**src/rtl/cpu_pkg.sv**
```systemverilog
// Shared CPU-side types and geometry constants for the direct-mapped data cache.
package cpu_pkg;

    typedef enum logic [1:0] {
        IDLE      = 2'd0,
        WRITEBACK = 2'd1,
        FETCH     = 2'd2,
        FILL      = 2'd3
    } dcache_state_t;

    localparam int DC_TAG_W   = 3;
    localparam int DC_IDX_W   = 3;
    localparam int DC_OFF_W   = 2;
    localparam int DC_LINES   = 8;
    localparam int DC_BLOCK_W = 32;

    function automatic logic [7:0] dc_byte_sel(input logic [DC_BLOCK_W-1:0] blk,
                                               input logic [DC_OFF_W-1:0]   off);
        return blk[8*off +: 8];
    endfunction

endpackage

```
**src/rtl/dcache_array.sv**
```systemverilog
// Line storage (valid, dirty, tag, data) for the data cache; one indexed line is
// visible combinationally, and a fill has priority over a byte store.
module dcache_array
    import cpu_pkg::*;
(
    input  logic                  clk,
    input  logic                  rst_n,
    input  logic [DC_IDX_W-1:0]   index,
    output logic                  line_valid,
    output logic                  line_dirty,
    output logic [DC_TAG_W-1:0]   line_tag,
    output logic [DC_BLOCK_W-1:0] line_data,
    input  logic                  fill_en,
    input  logic [DC_TAG_W-1:0]   fill_tag,
    input  logic [DC_BLOCK_W-1:0] fill_data,
    input  logic                  wr_en,
    input  logic [DC_OFF_W-1:0]   wr_offset,
    input  logic [7:0]            wr_byte
);

    logic [DC_LINES-1:0]   valid;
    logic [DC_LINES-1:0]   dirty;
    logic [DC_TAG_W-1:0]   tags [DC_LINES];
    logic [DC_BLOCK_W-1:0] data [DC_LINES];

    always_ff @(posedge clk or negedge rst_n) begin
        if (!rst_n) begin
            valid <= '0;
            dirty <= '0;
            for (int i = 0; i < DC_LINES; i++) begin
                tags[i] <= '0;
                data[i] <= '0;
            end
        end else if (fill_en) begin
            valid[index] <= 1'b1;
            dirty[index] <= 1'b0;
            tags[index]  <= fill_tag;
            data[index]  <= fill_data;
        end else if (wr_en) begin
            dirty[index]                  <= 1'b1;
            data[index][8*wr_offset +: 8] <= wr_byte;
        end
    end

    assign line_valid = valid[index];
    assign line_dirty = dirty[index];
    assign line_tag   = tags[index];
    assign line_data  = data[index];

endmodule

```
**src/rtl/dcache_ctrl.sv**
```systemverilog
// Direct-mapped write-back/write-allocate data cache controller with busy-wait memory port.
// Optional hit/miss counters are built only when DCACHE_STATS_EN is defined.
//
// state     | meaning
// IDLE      | serve hits; a miss starts a writeback or fetch
// WRITEBACK | dirty victim block sent to memory
// FETCH     | requested block read from memory
// FILL      | fetched block written into the line
module dcache_ctrl
    import cpu_pkg::*;
(
    input  logic        CLK,
    input  logic        RESET,
    input  logic        READ,
    input  logic        WRITE,
    input  logic [7:0]  ADDRESS,
    input  logic [7:0]  WRITEDATA,
    output logic [7:0]  READDATA,
    output logic        BUSYWAIT,
    output logic        MEM_READ,
    output logic        MEM_WRITE,
    output logic [5:0]  MEM_ADDRESS,
    output logic [31:0] MEM_WRITEDATA,
    input  logic [31:0] MEM_READDATA,
    input  logic        MEM_BUSYWAIT
`ifdef DCACHE_STATS_EN
    ,
    output logic [15:0] HIT_COUNT,
    output logic [15:0] MISS_COUNT
`endif
);

    localparam logic [1:0] ST_IDLE      = IDLE;
    localparam logic [1:0] ST_WRITEBACK = WRITEBACK;
    localparam logic [1:0] ST_FETCH     = FETCH;
    localparam logic [1:0] ST_FILL      = FILL;

    logic [1:0]            state;
    logic [DC_BLOCK_W-1:0] fill_buf;

    logic [DC_TAG_W-1:0]   addr_tag;
    logic [DC_IDX_W-1:0]   addr_idx;
    logic [DC_OFF_W-1:0]   addr_off;
    logic                  line_valid;
    logic                  line_dirty;
    logic [DC_TAG_W-1:0]   line_tag;
    logic [DC_BLOCK_W-1:0] line_data;
    logic                  req;
    logic                  hit;
    logic                  idle;
    logic                  fill_en;
    logic                  wr_en;

    assign addr_tag = ADDRESS[7:5];
    assign addr_idx = ADDRESS[4:2];
    assign addr_off = ADDRESS[1:0];

    assign req     = READ | WRITE;
    assign hit     = line_valid && (line_tag == addr_tag);
    assign idle    = (state == ST_IDLE);
    assign fill_en = (state == ST_FILL);
    assign wr_en   = idle && WRITE && hit;

    assign BUSYWAIT = (req && !hit && idle) || !idle;
    assign READDATA = hit ? dc_byte_sel(line_data, addr_off) : 8'h00;

    dcache_array u_array (
        .clk        (CLK),
        .rst_n      (RESET),
        .index      (addr_idx),
        .line_valid (line_valid),
        .line_dirty (line_dirty),
        .line_tag   (line_tag),
        .line_data  (line_data),
        .fill_en    (fill_en),
        .fill_tag   (addr_tag),
        .fill_data  (fill_buf),
        .wr_en      (wr_en),
        .wr_offset  (addr_off),
        .wr_byte    (WRITEDATA)
    );

    // Memory-side outputs are set on entry to each transfer state so they stay flat for its duration.
    always_ff @(posedge CLK or negedge RESET) begin
        if (!RESET) begin
            state         <= ST_IDLE;
            MEM_READ      <= 1'b0;
            MEM_WRITE     <= 1'b0;
            MEM_ADDRESS   <= '0;
            MEM_WRITEDATA <= '0;
            fill_buf      <= '0;
        end else begin
            case (state)
                ST_IDLE: begin
                    if (req && !hit) begin
                        if (line_dirty) begin
                            state         <= ST_WRITEBACK;
                            MEM_WRITE     <= 1'b1;
                            MEM_ADDRESS   <= {line_tag, addr_idx};
                            MEM_WRITEDATA <= line_data;
                        end else begin
                            state       <= ST_FETCH;
                            MEM_READ    <= 1'b1;
                            MEM_ADDRESS <= ADDRESS[7:2];
                        end
                    end
                end
                ST_WRITEBACK: begin
                    if (!MEM_BUSYWAIT) begin
                        state         <= ST_FETCH;
                        MEM_WRITE     <= 1'b0;
                        MEM_WRITEDATA <= '0;
                        MEM_READ      <= 1'b1;
                        MEM_ADDRESS   <= ADDRESS[7:2];
                    end
                end
                ST_FETCH: begin
                    if (!MEM_BUSYWAIT) begin
                        state       <= ST_FILL;
                        MEM_READ    <= 1'b0;
                        MEM_ADDRESS <= '0;
                        fill_buf    <= MEM_READDATA;
                    end
                end
                ST_FILL: state <= ST_IDLE;
                default: state <= ST_IDLE;
            endcase
        end
    end

`ifdef DCACHE_STATS_EN
    logic [1:0] prev_state;

    // The completion that follows a fill is the tail of a miss, not a new hit.
    always_ff @(posedge CLK or negedge RESET) begin
        if (!RESET) begin
            prev_state <= ST_IDLE;
            HIT_COUNT  <= '0;
            MISS_COUNT <= '0;
        end else begin
            prev_state <= state;
            if (idle && req) begin
                if (hit) begin
                    if (prev_state != ST_FILL && HIT_COUNT != 16'hFFFF)
                        HIT_COUNT <= HIT_COUNT + 16'd1;
                end else if (MISS_COUNT != 16'hFFFF) begin
                    MISS_COUNT <= MISS_COUNT + 16'd1;
                end
            end
        end
    end
`endif

endmodule

```
**config.mk**
```make
export PLATFORM = sky130hd
export DESIGN_NAME = dcache_ctrl
export DESIGN_NICKNAME = d
export VERILOG_FILES = /design/src/rtl/cpu_pkg.sv /design/src/rtl/dcache_array.sv /design/src/rtl/dcache_ctrl.sv
export SDC_FILE = /design/constraint.sdc
export NUM_CORES = 1
export LEC_CHECK = 0
export BUFFER_PORTS_ARGS = -buffer_cell sky130_fd_sc_hd__buf_2
export CAP_MARGIN = 20
export CORE_MARGIN = 5
export CORE_UTILIZATION = 36
export CTS_CLUSTER_DIAMETER = 200
export DETAILED_ROUTE_END_ITERATION = 10
export PLACE_DENSITY = 0.56
export SLEW_MARGIN = 40
export SYNTH_ARGS = -nofsm -noshare
export SYNTH_HDL_FRONTEND = slang
export SYNTH_SLANG_ARGS = --single-unit
```
**constraint.sdc**
```tcl
create_clock -name CLK -period 3.3 [get_ports CLK]
set_input_delay 0.495 -clock CLK [delete_from_list [all_inputs] [get_ports CLK]]
set_output_delay 0.495 -clock CLK [all_outputs]
set_load 0.05 [all_outputs]
```
==> results of run 1 <==
-- worst paths after layout --
kind	from	to	slack, ps	depth (start not counted)
max reg2reg	u_array.valid[0]	u_array.data[16]	640	9
max	ADDRESS[3]	READDATA[1]	30	10
max in group asynchronous	RESET	fill_buf[10]	1760	3
min in group asynchronous	RESET	u_array.data[7]	510	2
min	MEM_READDATA[2]	fill_buf[2]	140	2
min reg2reg	u_array.valid[0]	u_array.valid[0]	450	1
-- layout make-up --
type	count	area [um^2]	area share, %
antenna	1	2.50	0.0101
tap	765	957	3.86
multi-input combinational	1437	10800	43.4
sequential	370	9260	37.3
clock inverter	9	98.8	0.398
timing repair buffer	277	2140	8.64
inverter	69	259	1.04
clock buffer	66	1330	5.37
-- metal layers --
metal	up-vias	track usage, %
li1	8274	-
met1	9658	34.4
met2	994	38.6
met3	229	4.73
met4	2	10.7
met5	-	0
-- logic make-up after synthesis --
group	after synthesis
multiplexers	249
flip-flops	370
AO/OA/AOI/OAI	607
adder cells (fa/ha/maj)	10
buffers and inverters	273
AND/OR/NAND/NOR	571
-- sequential cells by signal (all words and copies together) (netlist names), named ones only --
register       flops
u_array.data     256
u_array.tags      24
fill_buf          32
MEM_READ           1
MEM_WRITE          1
u_array.valid      8
MEM_ADDRESS        6
MEM_WRITEDATA     32
state              2
-- repair_timing --
item | CTS | global route
setup endpoints to repair | 6 | 6
pin swaps | 0 | 1
cloned | 0 | 0
resized for setup | 2 | 15
buffers inserted | 1 | 1
hold endpoints to repair | 64 | 0
hold buffers | 1 | 0
-- layout by cell type (no fill, tap or decap), types with 43 or more instances in the layout --
cell and n:
or4_1 113, nand2_1 258, o21ai_0 203, o221ai_1 123, buf_2 96, inv_1 65
mux2i_1 159, buf_4 154, o311a_1 126, dfrtp_1 370, nand3_1 78, clkbuf_16 43
mux2_2 52
-- critical path, stage by stage --
cell and delay, ps:
buf_2 160, buf_12 180, nor2b_1 150, buf_4 200
a221oi_1 260, a21oi_1 70, a221o_2 390, mux4_2 480
and2_1 180, buf_2 210
-- power breakdown --
group | switching (mW) | total, mW | internal, mW
Clock | 1.98 | 4.90 | 2.92
Sequential | 1.16 | 7.00 | 5.84
Combinational | 3.21 | 5.23 | 2.02
==> summary.md, run 1 <==
| Metric | Value |
|---|---|
| Highest Signal Layer | `met5` |
| Grt total ovfl | `0` |
| CP Class | `in2out` |
| Hold Crit Class | `in2reg` |
| Met2 WL | `36.5 mm` |
| DP Worst Slack | `-144 ps` |
| Final min period | `3270 ps` |
| Worst setup slack after layout | `25.3 ps` |
| DP HPWL | `52.7 mm` |
| Iter 0 DRT Violations | `2,013` |
| Largest family of logic cells by synthesized area | `compound AO/OA/AOI/OAI gates` |
| RSZ-0062 raised after global routing | `true` |
| Clock Sinks | `370` |
| Util after Layout | `42.9%` |
| Via count | `19,200` |
| Post-Layout Inst Area | `24,800 um^2` |
| DRC | `0` |
| Count leader, synth | `dfrtp_1` |
| Sequential-to-total area share from yosys stat | `44.0%` |
| CP max FO | `14` |
| First-pass GRT wire length | `123 mm` |
| GRT Util Overall | `24.9%` |
| Status | `completed` |
| Flops & latches, synth | `370` |
| Area grow syn2layout | `18.0%` |
| Routability-driven placement congestion ratio | `0.888` |
| LEAKAGE | `11.4 nW` |
| Synthesized Nets | `2,143` |
| Die X | `252 um` |
| CTS tree | `built` |
| DP Area | `23,300 um^2` |
| Post-DRT Antenna Nets | `0` |
| Largest net degree at the start of global routing | `97` |
| Slew HR | `42.7%` |
| Post-synth cell types | `55` |
| Fmax | `305 MHz` |
| Setup Viol. Count Final | `0` |
| Die Ht | `252 um` |
| Clock Latency Late Sink | `580 ps` |
| Vias in the first global route | `19,000` |
| Peak VDD IR | `548 uV` |
| Synth cell count leaders | `dfrtp_1 (370), nand2_1 (258), o21ai_0 (204), mux2i_1 (159), clkbuf_1 (138)` |
| Layout cells sized above 1 | `21.9%` |
| Worst Setup End Kind | `primary output` |
| Max Buffers Root-to-Sink | `3` |
| Top-area cell type share of the netlist area | `44.0%` |
| Port Buffer Count | `101` |
| H-tree depth | `2` |
| Core area | `57,800 um^2` |
| CTS Root Cell | `clkbuf_16` |
| CP startpoint kind | `input port` |
| Avg Cell Area, Syn | `10.1 um^2` |
| EDFF count, synth | `0` |
| TritonRoute pass-1 iters | `6` |
| Synth top area cells | `dfrtp_1 (44%), mux2i_1 (7.6%), o311a_1 (6.0%)` |
| Cells after DPL | `2,915` |
| Worst hold margin | `142 ps` |
| Wire per inst | `27.1 um` |
| Total CTS buffers | `42` |
| Std cell rows | `88` |
| Fill cells | `5,460` |
| Largest area contributor in the netlist | `dfrtp_1` |
| Power Total | `17.1 mW` |
| Final Cycle Share | `99.2%` |
| # nets final | `2,260` |
| Met1 WL | `34.7 mm` |
| Layout Skew | `20.6 ps` |
| Synthesized instance count | `2,080` |
| Max cap viols | `0` |
| Top FF cell, synth | `dfrtp_1` |
| Worst path arrival time | `2780 ps` |
| Pwr dens | `690 nW/um^2` |
| FFs w/ async S/R, synth | `100%` |
| Hold Fails Final Rpt | `0` |
| Crit path required time | `2800 ps` |
| Mux cell area share after synthesis | `14.4%` |
| Die area | `63,400 um^2` |
| Synth Area in Adders | `0.595%` |
| Finished Layout Cells | `2,994` |
| Simple-gate portion of the synthesized area | `13.8%` |
| Max-slew violation count | `0` |
| Met3 routed WL | `6.33 mm` |
| Post-Syn Area | `21,000 um^2` |
| Slew @ Worst Pin | `857 ps` |
| Synth Area in Compound Gates | `21.8%` |
| Initial Utilization | `36.4%` |
| Post-synthesis xor/xnor area fraction | `0%` |
| DRT Wirelength | `81.2 mm` |
| I/O pin count | `102` |
| Setup TNS Final | `0 ps` |
| Clock transition at path regs | `60 ps` |
| Ys Warns | `0` |
| Post-DR vias/cell | `6.40` |
| Initial antenna violation count | `3` |
Note: power is estimated with default switching activity, not from simulation.
==> run 2, diff against run 1 <==
- BUFFER_PORTS_ARGS: -buffer_cell sky130_fd_sc_hd__buf_2 -> -buffer_cell sky130_fd_sc_hd__buf_4
- GPL_TIMING_DRIVEN: not set -> 0
- SLEW_MARGIN: 40 -> not set
==> run 2 against run 1 <==
The flow now finishes with violations (setup timing). Non-clock buffer count rose by 52. Total power rose by 6.6%. Design area rose by 1.8%. Die area did not move. Critical path type unchanged. Largest cell class unchanged. Highest routed layer is now met4.
==> summary.md, run 2 (synthesis gave the netlist of run 1 again) <==
| Metric | Value |
|---|---|
| Worst Setup End Kind | `primary output` |
| Commonest non-fill, non-tap cell in the layout | `dfrtp_1` |
| Worst setup slack after layout | `-23.8 ps` |
| I/O pin count | `102` |
| Slew HR | `21.2%` |
| Pint | `11.1 mW` |
| TritonRoute pass-1 iters | `5` |
| Post-Layout Inst Area | `25,300 um^2` |
| DP HPWL | `67.9 mm` |
| Wire per inst | `32.7 um` |
| Die area | `63,400 um^2` |
| Peak VDD IR | `573 uV` |
| Max reg flops | `256` |
| Pwr dens | `722 nW/um^2` |
| Reg power frac | `36.1%` |
| First-pass GRT wire length | `143 mm` |
| Worst path arrival time | `2830 ps` |
| Worst hold margin | `116 ps` |
| Final Cycle Share | `101%` |
| Clock Sinks | `370` |
| Area grow syn2layout | `20.1%` |
| DRT Wirelength | `99.9 mm` |
| GRT Util Overall | `30.5%` |
| Top Registers | `u_array.data: 256 flops, MEM_WRITEDATA: 32 flops, fill_buf: 32 flops` |
| Via count | `20,600` |
| Clock transition at path regs | `60 ps` |
| CTS Root Cell | `clkbuf_16` |
| Max Buffers Root-to-Sink | `3` |
| Switching Share | `39.1%` |
| Hold Fails Final Rpt | `0` |
| Grt total ovfl | `0` |
| # nets final | `2,317` |
| Reg with most FFs | `u_array.data` |
| Port Buffer Count | `98` |
| Max-slew violation count | `0` |
| Fmax | `301 MHz` |
| DRC | `0` |
| Util after Layout | `43.7%` |
| CP startpoint kind | `input port` |
| DP Area | `23,000 um^2` |
| Post-DR vias/cell | `6.73` |
| Worst hold stages | `2` |
| Post-DRT Antenna Nets | `0` |
| Initial Utilization | `36.4%` |
| Most frequent cells in the layout | `dfrtp_1 (370), nand2_1 (258), o21ai_0 (201), mux2i_1 (150), o311a_1 (126)` |
| Worst reg2reg path depth | `8` |
| CP Class | `in2out` |
| Die Ht | `252 um` |
| CP max FO | `10` |
| Power Total | `18.3 mW` |
| Core area | `57,800 um^2` |
| Total CTS buffers | `46` |
| Status | `complete, but fails checks` |
| Clock Latency Late Sink | `610 ps` |
| Layout cells sized above 1 | `20.0%` |
| Iter 0 DRT Violations | `2,969` |
| Die X | `252 um` |
| P_sw | `7.14 mW` |
| Hold Crit Class | `in2reg` |
| Share of total power in the clock network | `29.3%` |
| Layout Skew | `24.2 ps` |
| Setup TNS Final | `-34.8 ps` |
| Routability-driven placement congestion ratio | `1.01` |
| Failing checks | `setup timing` |
| Slew @ Worst Pin | `1180 ps` |
| Crit path required time | `2800 ps` |
| Std cell rows | `88` |
| Initial antenna violation count | `2` |
| LEAKAGE | `11.3 nW` |
| Comb pwr share | `34.6%` |
| CTS tree | `built` |
| Vias in the first global route | `19,900` |
| Largest net degree at the start of global routing | `107` |
| Final min period | `3320 ps` |
| H-tree depth | `2` |
| Setup Viol. Count Final | `3` |
| Max cap viols | `0` |
==> run 2: routing by layer <==
| layer | up-vias | GRT usage [%] | routed length, um |
|---|---|---|---|
| met5 | - | 0 | 0 |
| met4 | 0 | 16.3 | 5940 |
| met3 | 332 | 8.29 | 12100 |
| met2 | 1486 | 44.8 | 42200 |
| met1 | 10400 | 41.1 | 39600 |
| li1 | 8402 | - | - |
==> run 2: repair_timing <==
item | 4_1_cts | 5_1_grt
gates cloned | 0 | 1
hold endpoints to repair | 85 | 0
pin swaps | 8 | 12
setup endpoints to repair | 96 | 52
gates resized for setup | 125 | 44
hold buffers | 1 | 0
setup buffers | 8 | 7
==> run 2: critical path, cell delays in order <==
cell       delay (ps)
buf_4             180
buf_8             170
buf_12            170
nor2_4            220
clkbuf_16         240
a22oi_1            80
a31oi_1           200
a21oi_1           160
mux4_2            530
nor2_2            170
buf_6             190
==> run 2: cell type report <==
type / instances / area (um^2)
Clock buffer: 67 / 1370
Antenna cell: 2 / 5.00
Clock inverter: 15 / 184
Timing Repair Buffer: 127 / 1070
Inverter: 69 / 267
Buffer: 202 / 1100
Tap cell: 765 / 957
Fill cell: 5493 / 32500
Multi-Input combinational cell: 1438 / 11000
Sequential cell: 370 / 9260
==> run 2: per-stage QoR <==
stage / setup slack, ps / instances
CTS: 3.09 / 3045
finish: -23.8 / 3055
global placement: -2170 / 2943
detailed placement: -1600 / 2956
global route: -16.7 / 3053
floorplan: 65.6 / 2080
==> run 2: power by group through the flow <==
stage | sequential (mW) | clock (mW) | combinational [mW]
3_3_place_gp | 6.56 | 0 | 5.90
5_1_grt | 6.72 | 5.55 | 6.68
4_1_cts | 6.54 | 5.37 | 6.16
3_5_place_dp | 6.61 | 0 | 6.05
2_1_floorplan | 6.95 | 0 | 3.34
6_report | 6.59 | 5.34 | 6.32
==> run 2: worst paths after layout <==
path / startpoint / endpoint / slack, ps
worst max-delay path: ADDRESS[2] / READDATA[0] / -20
worst min-delay path: MEM_READDATA[31] / fill_buf[31] / 120
worst max register to register: state[0] / u_array.data[99] / 50
worst min register to register: u_array.valid[0] / u_array.valid[0] / 470
max in group asynchronous: RESET / u_array.data[104] / 1230
min in group asynchronous: RESET / fill_buf[5] / 500
==> run 3, diff against run 2 <==
- ABC_AREA: not set -> 1
- CORE_UTILIZATION: 36 -> 45
- PLACE_DENSITY: 0.56 -> 0.66
==> run 3 against run 2 <==
Clock power down 4.7%. Hold slack improved by 41 ps. Clock skew increased by 6.3 ps. Setup slack improved by 10 ps. Largest cell class unchanged. Design area fell by 5.6%. Sequential share of layout area increased by 2.2 points. Largest power group unchanged. Total power shrank 11%. Global-route usage increased by 12 points. Wire length up 3.6%. Synthesized cell count rose by 26%. Highest routed layer is now met5. The run still ends with setup timing left.
==> summary.md, run 3 <==
| Metric | Value |
|---|---|
| Status | `complete, but fails checks` |
| Failing checks | `setup timing` |
| Peak VDD IR | `558 uV` |
| Clock Latency Late Sink | `590 ps` |
| Synth cell count leaders | `nand2_1 (856), dfrtp_1 (370), nand3_1 (215), a21oi_1 (185), nor2_1 (164)` |
| Clock transition at path regs | `60 ps` |
| Worst hold margin | `157 ps` |
| Worst Setup End Kind | `primary output` |
| DRT Wirelength | `103 mm` |
| GRT Util Overall | `42.1%` |
| Top Registers | `u_array.data: 256 flops, MEM_WRITEDATA: 32 flops, fill_buf: 32 flops` |
| Hold Crit Class | `in2reg` |
| # nets final | `2,862` |
| Synthesized Nets | `2,687` |
| Post-Syn Area | `20,000 um^2` |
| Pwr dens | `680 nW/um^2` |
| Post-synth cell types | `39` |
| Wire per inst | `30.2 um` |
| Die area | `48,700 um^2` |
| Power Total | `16.2 mW` |
| DRC | `0` |
| Synthesized instance count | `2,624` |
| Ys Warns | `0` |
| CTS tree | `built` |
| DP HPWL | `75.7 mm` |
| Max cap viols | `0` |
| I/O pin count | `102` |
| Reg with most FFs | `u_array.data` |
| Clock Sinks | `370` |
| Post-DR vias/cell | `6.36` |
| Finished Layout Cells | `3,420` |
| Most frequent cells in the layout | `nand2_1 (848), dfrtp_1 (370), nand3_1 (213), a21oi_1 (174), nor2_1 (159)` |
| CP startpoint kind | `input port` |
| Max reg flops | `256` |
| Post-Layout Inst Area | `23,800 um^2` |
| First-pass GRT wire length | `147 mm` |
| Top FF cell, synth | `dfrtp_1` |
| Vias in the first global route | `20,600` |
| Post-DRT Antenna Nets | `0` |
| Cells after DPL | `3,322` |
| Avg Cell Area, Syn | `7.61 um^2` |
| Die X | `221 um` |
| Worst setup slack after layout | `-13.8 ps` |
| CP max FO | `10` |
| Largest net degree at the start of global routing | `114` |
| Crit path required time | `2800 ps` |
| TritonRoute pass-1 iters | `7` |
| Routability-driven placement congestion ratio | `1.12` |
| Top-area cell type share of the netlist area | `46.4%` |
| Hold Fails Final Rpt | `0` |
| LEAKAGE | `10.7 nW` |
| H-tree depth | `2` |
| Die Ht | `221 um` |
| Std cell rows | `77` |
| Port Buffer Count | `99` |
| Worst path arrival time | `2820 ps` |
| Core area | `44,000 um^2` |
| CTS Root Cell | `clkbuf_16` |
| Layout cells sized above 1 | `13.2%` |
| Layout Skew | `30.6 ps` |
| RSZ-0062 raised after global routing | `false` |
| Sequential-to-total area share from yosys stat | `46.4%` |
| EDFF count, synth | `0` |
| Area grow syn2layout | `19.4%` |
| Largest area contributor in the netlist | `dfrtp_1` |
| CP Class | `in2out` |
| Max-slew violation count | `0` |
| Fmax | `302 MHz` |
| Max Buffers Root-to-Sink | `3` |
| Slew HR | `22.5%` |
| Final min period | `3310 ps` |
| Count leader, synth | `nand2_1` |
| DP Worst Slack | `-1620 ps` |
| Final Cycle Share | `100%` |
| Total CTS buffers | `43` |
| Initial Utilization | `45.3%` |
| Slew @ Worst Pin | `1160 ps` |
| Grt total ovfl | `0` |
| Initial antenna violation count | `2` |
| Setup Viol. Count Final | `1` |
| Flops & latches, synth | `370` |
| DP Area | `21,600 um^2` |
| Synth top area cells | `dfrtp_1 (46%), nand2_1 (16%), o32ai_1 (6.1%)` |
| Iter 0 DRT Violations | `3,393` |
| FFs w/ async S/R, synth | `100%` |
| Commonest non-fill, non-tap cell in the layout | `nand2_1` |
| Via count | `21,700` |
-- run 3: cell types whose count changed in the layout (fill, tap and decap cells not counted), sizes merged, moves of 123 or more --
| cell | change |
|---|---|
| a21oi | +161 |
| mux2i | -159 |
| nand2 | +606 |
| nand3 | +137 |
| nor2 | +130 |
| o221ai | -123 |
| o311a | -126 |
| o32ai | +139 |
-- run 3: kinds of logic (layout without fill, tap and decap cells) --
logic type / Yosys count / count (layout) / synth area share [%]
adder cells (fa/ha/maj): 10 / 10 / 0.627
AO/OA/AOI/OAI: 609 / 609 / 19.2
other: 0 / 2 / 0
flip-flops: 370 / 370 / 46.4
AND/OR/NAND/NOR: 1320 / 1320 / 27.2
buffers and inverters: 315 / 517 / 6.58
-- run 3: per-layer routing --
metal  track usage, %  part of all wire, %  up-vias
met5                0                0.013        -
met4             22.3                  6.8        2
met1             56.9                   39    10500
li1                 -                    -     9344
met2             61.0                   41     1563
met3             12.6                   13      374
-- run 3: cell type report --
type,count,area [um^2]
fillers,4276,20200
multi-input cells,1939,9730
flip-flops and latches,370,9260
clock buffers,61,1270
repair buffers,134,1150
plain buffers,163,915
well taps,592,741
inverters,148,581
clock inverters,11,186
diodes,2,5.00
-- run 3: where the power goes --
group | switching [mW] | leakage, nW | internal (mW)
Clock | 2.03 | 0.720 | 3.06
Sequential | 0.614 | 4.93 | 5.28
Combinational | 3.99 | 5.08 | 1.24
Total | 6.64 | 10.7 | 9.58
-- run 3: stage by stage --
stage	utilization [%]	TNS [ps]
after floorplan	-	0
after global placement	48.7	-982970
after detailed placement	49.0	-276010
after CTS	53.8	-7.77
after global routing	54.1	0
final	54.2	-13.8
-- run 3: critical path: stages --
cell and delay [ps]:
buf_4 120, inv_2 140, buf_6 190, nand2_2 150
inv_4 150, clkbuf_2 410, nand2_1 190, nand2_1 140
a221oi_4 70, nand3_1 110, o211ai_1 100, a21oi_1 260
buf_4 250
-- run 3: repair_timing --
action                                 in CTS  in global routing
buffers inserted                           20                  7
pin swaps                                  15                  7
resized for setup                         127                 35
hold buffers                                1                  0
endpoints found under the hold margin      31                  0
setup endpoints to repair                 267                113
-- run 3: path summary, 6_finish.rpt --
path	cells past startpoint	endpoint	startpoint	slack (ps)
worst max-delay path	13	READDATA[4]	ADDRESS[2]	-10
min in group asynchronous	2	u_array.tags[1]	RESET	530
worst min register to register	2	u_array.valid[0]	u_array.valid[0]	470
max in group asynchronous	4	u_array.data[12]	RESET	1390
worst min-delay path	3	fill_buf[7]	MEM_READDATA[7]	160
worst max register to register	8	u_array.data[92]	state[0]	40
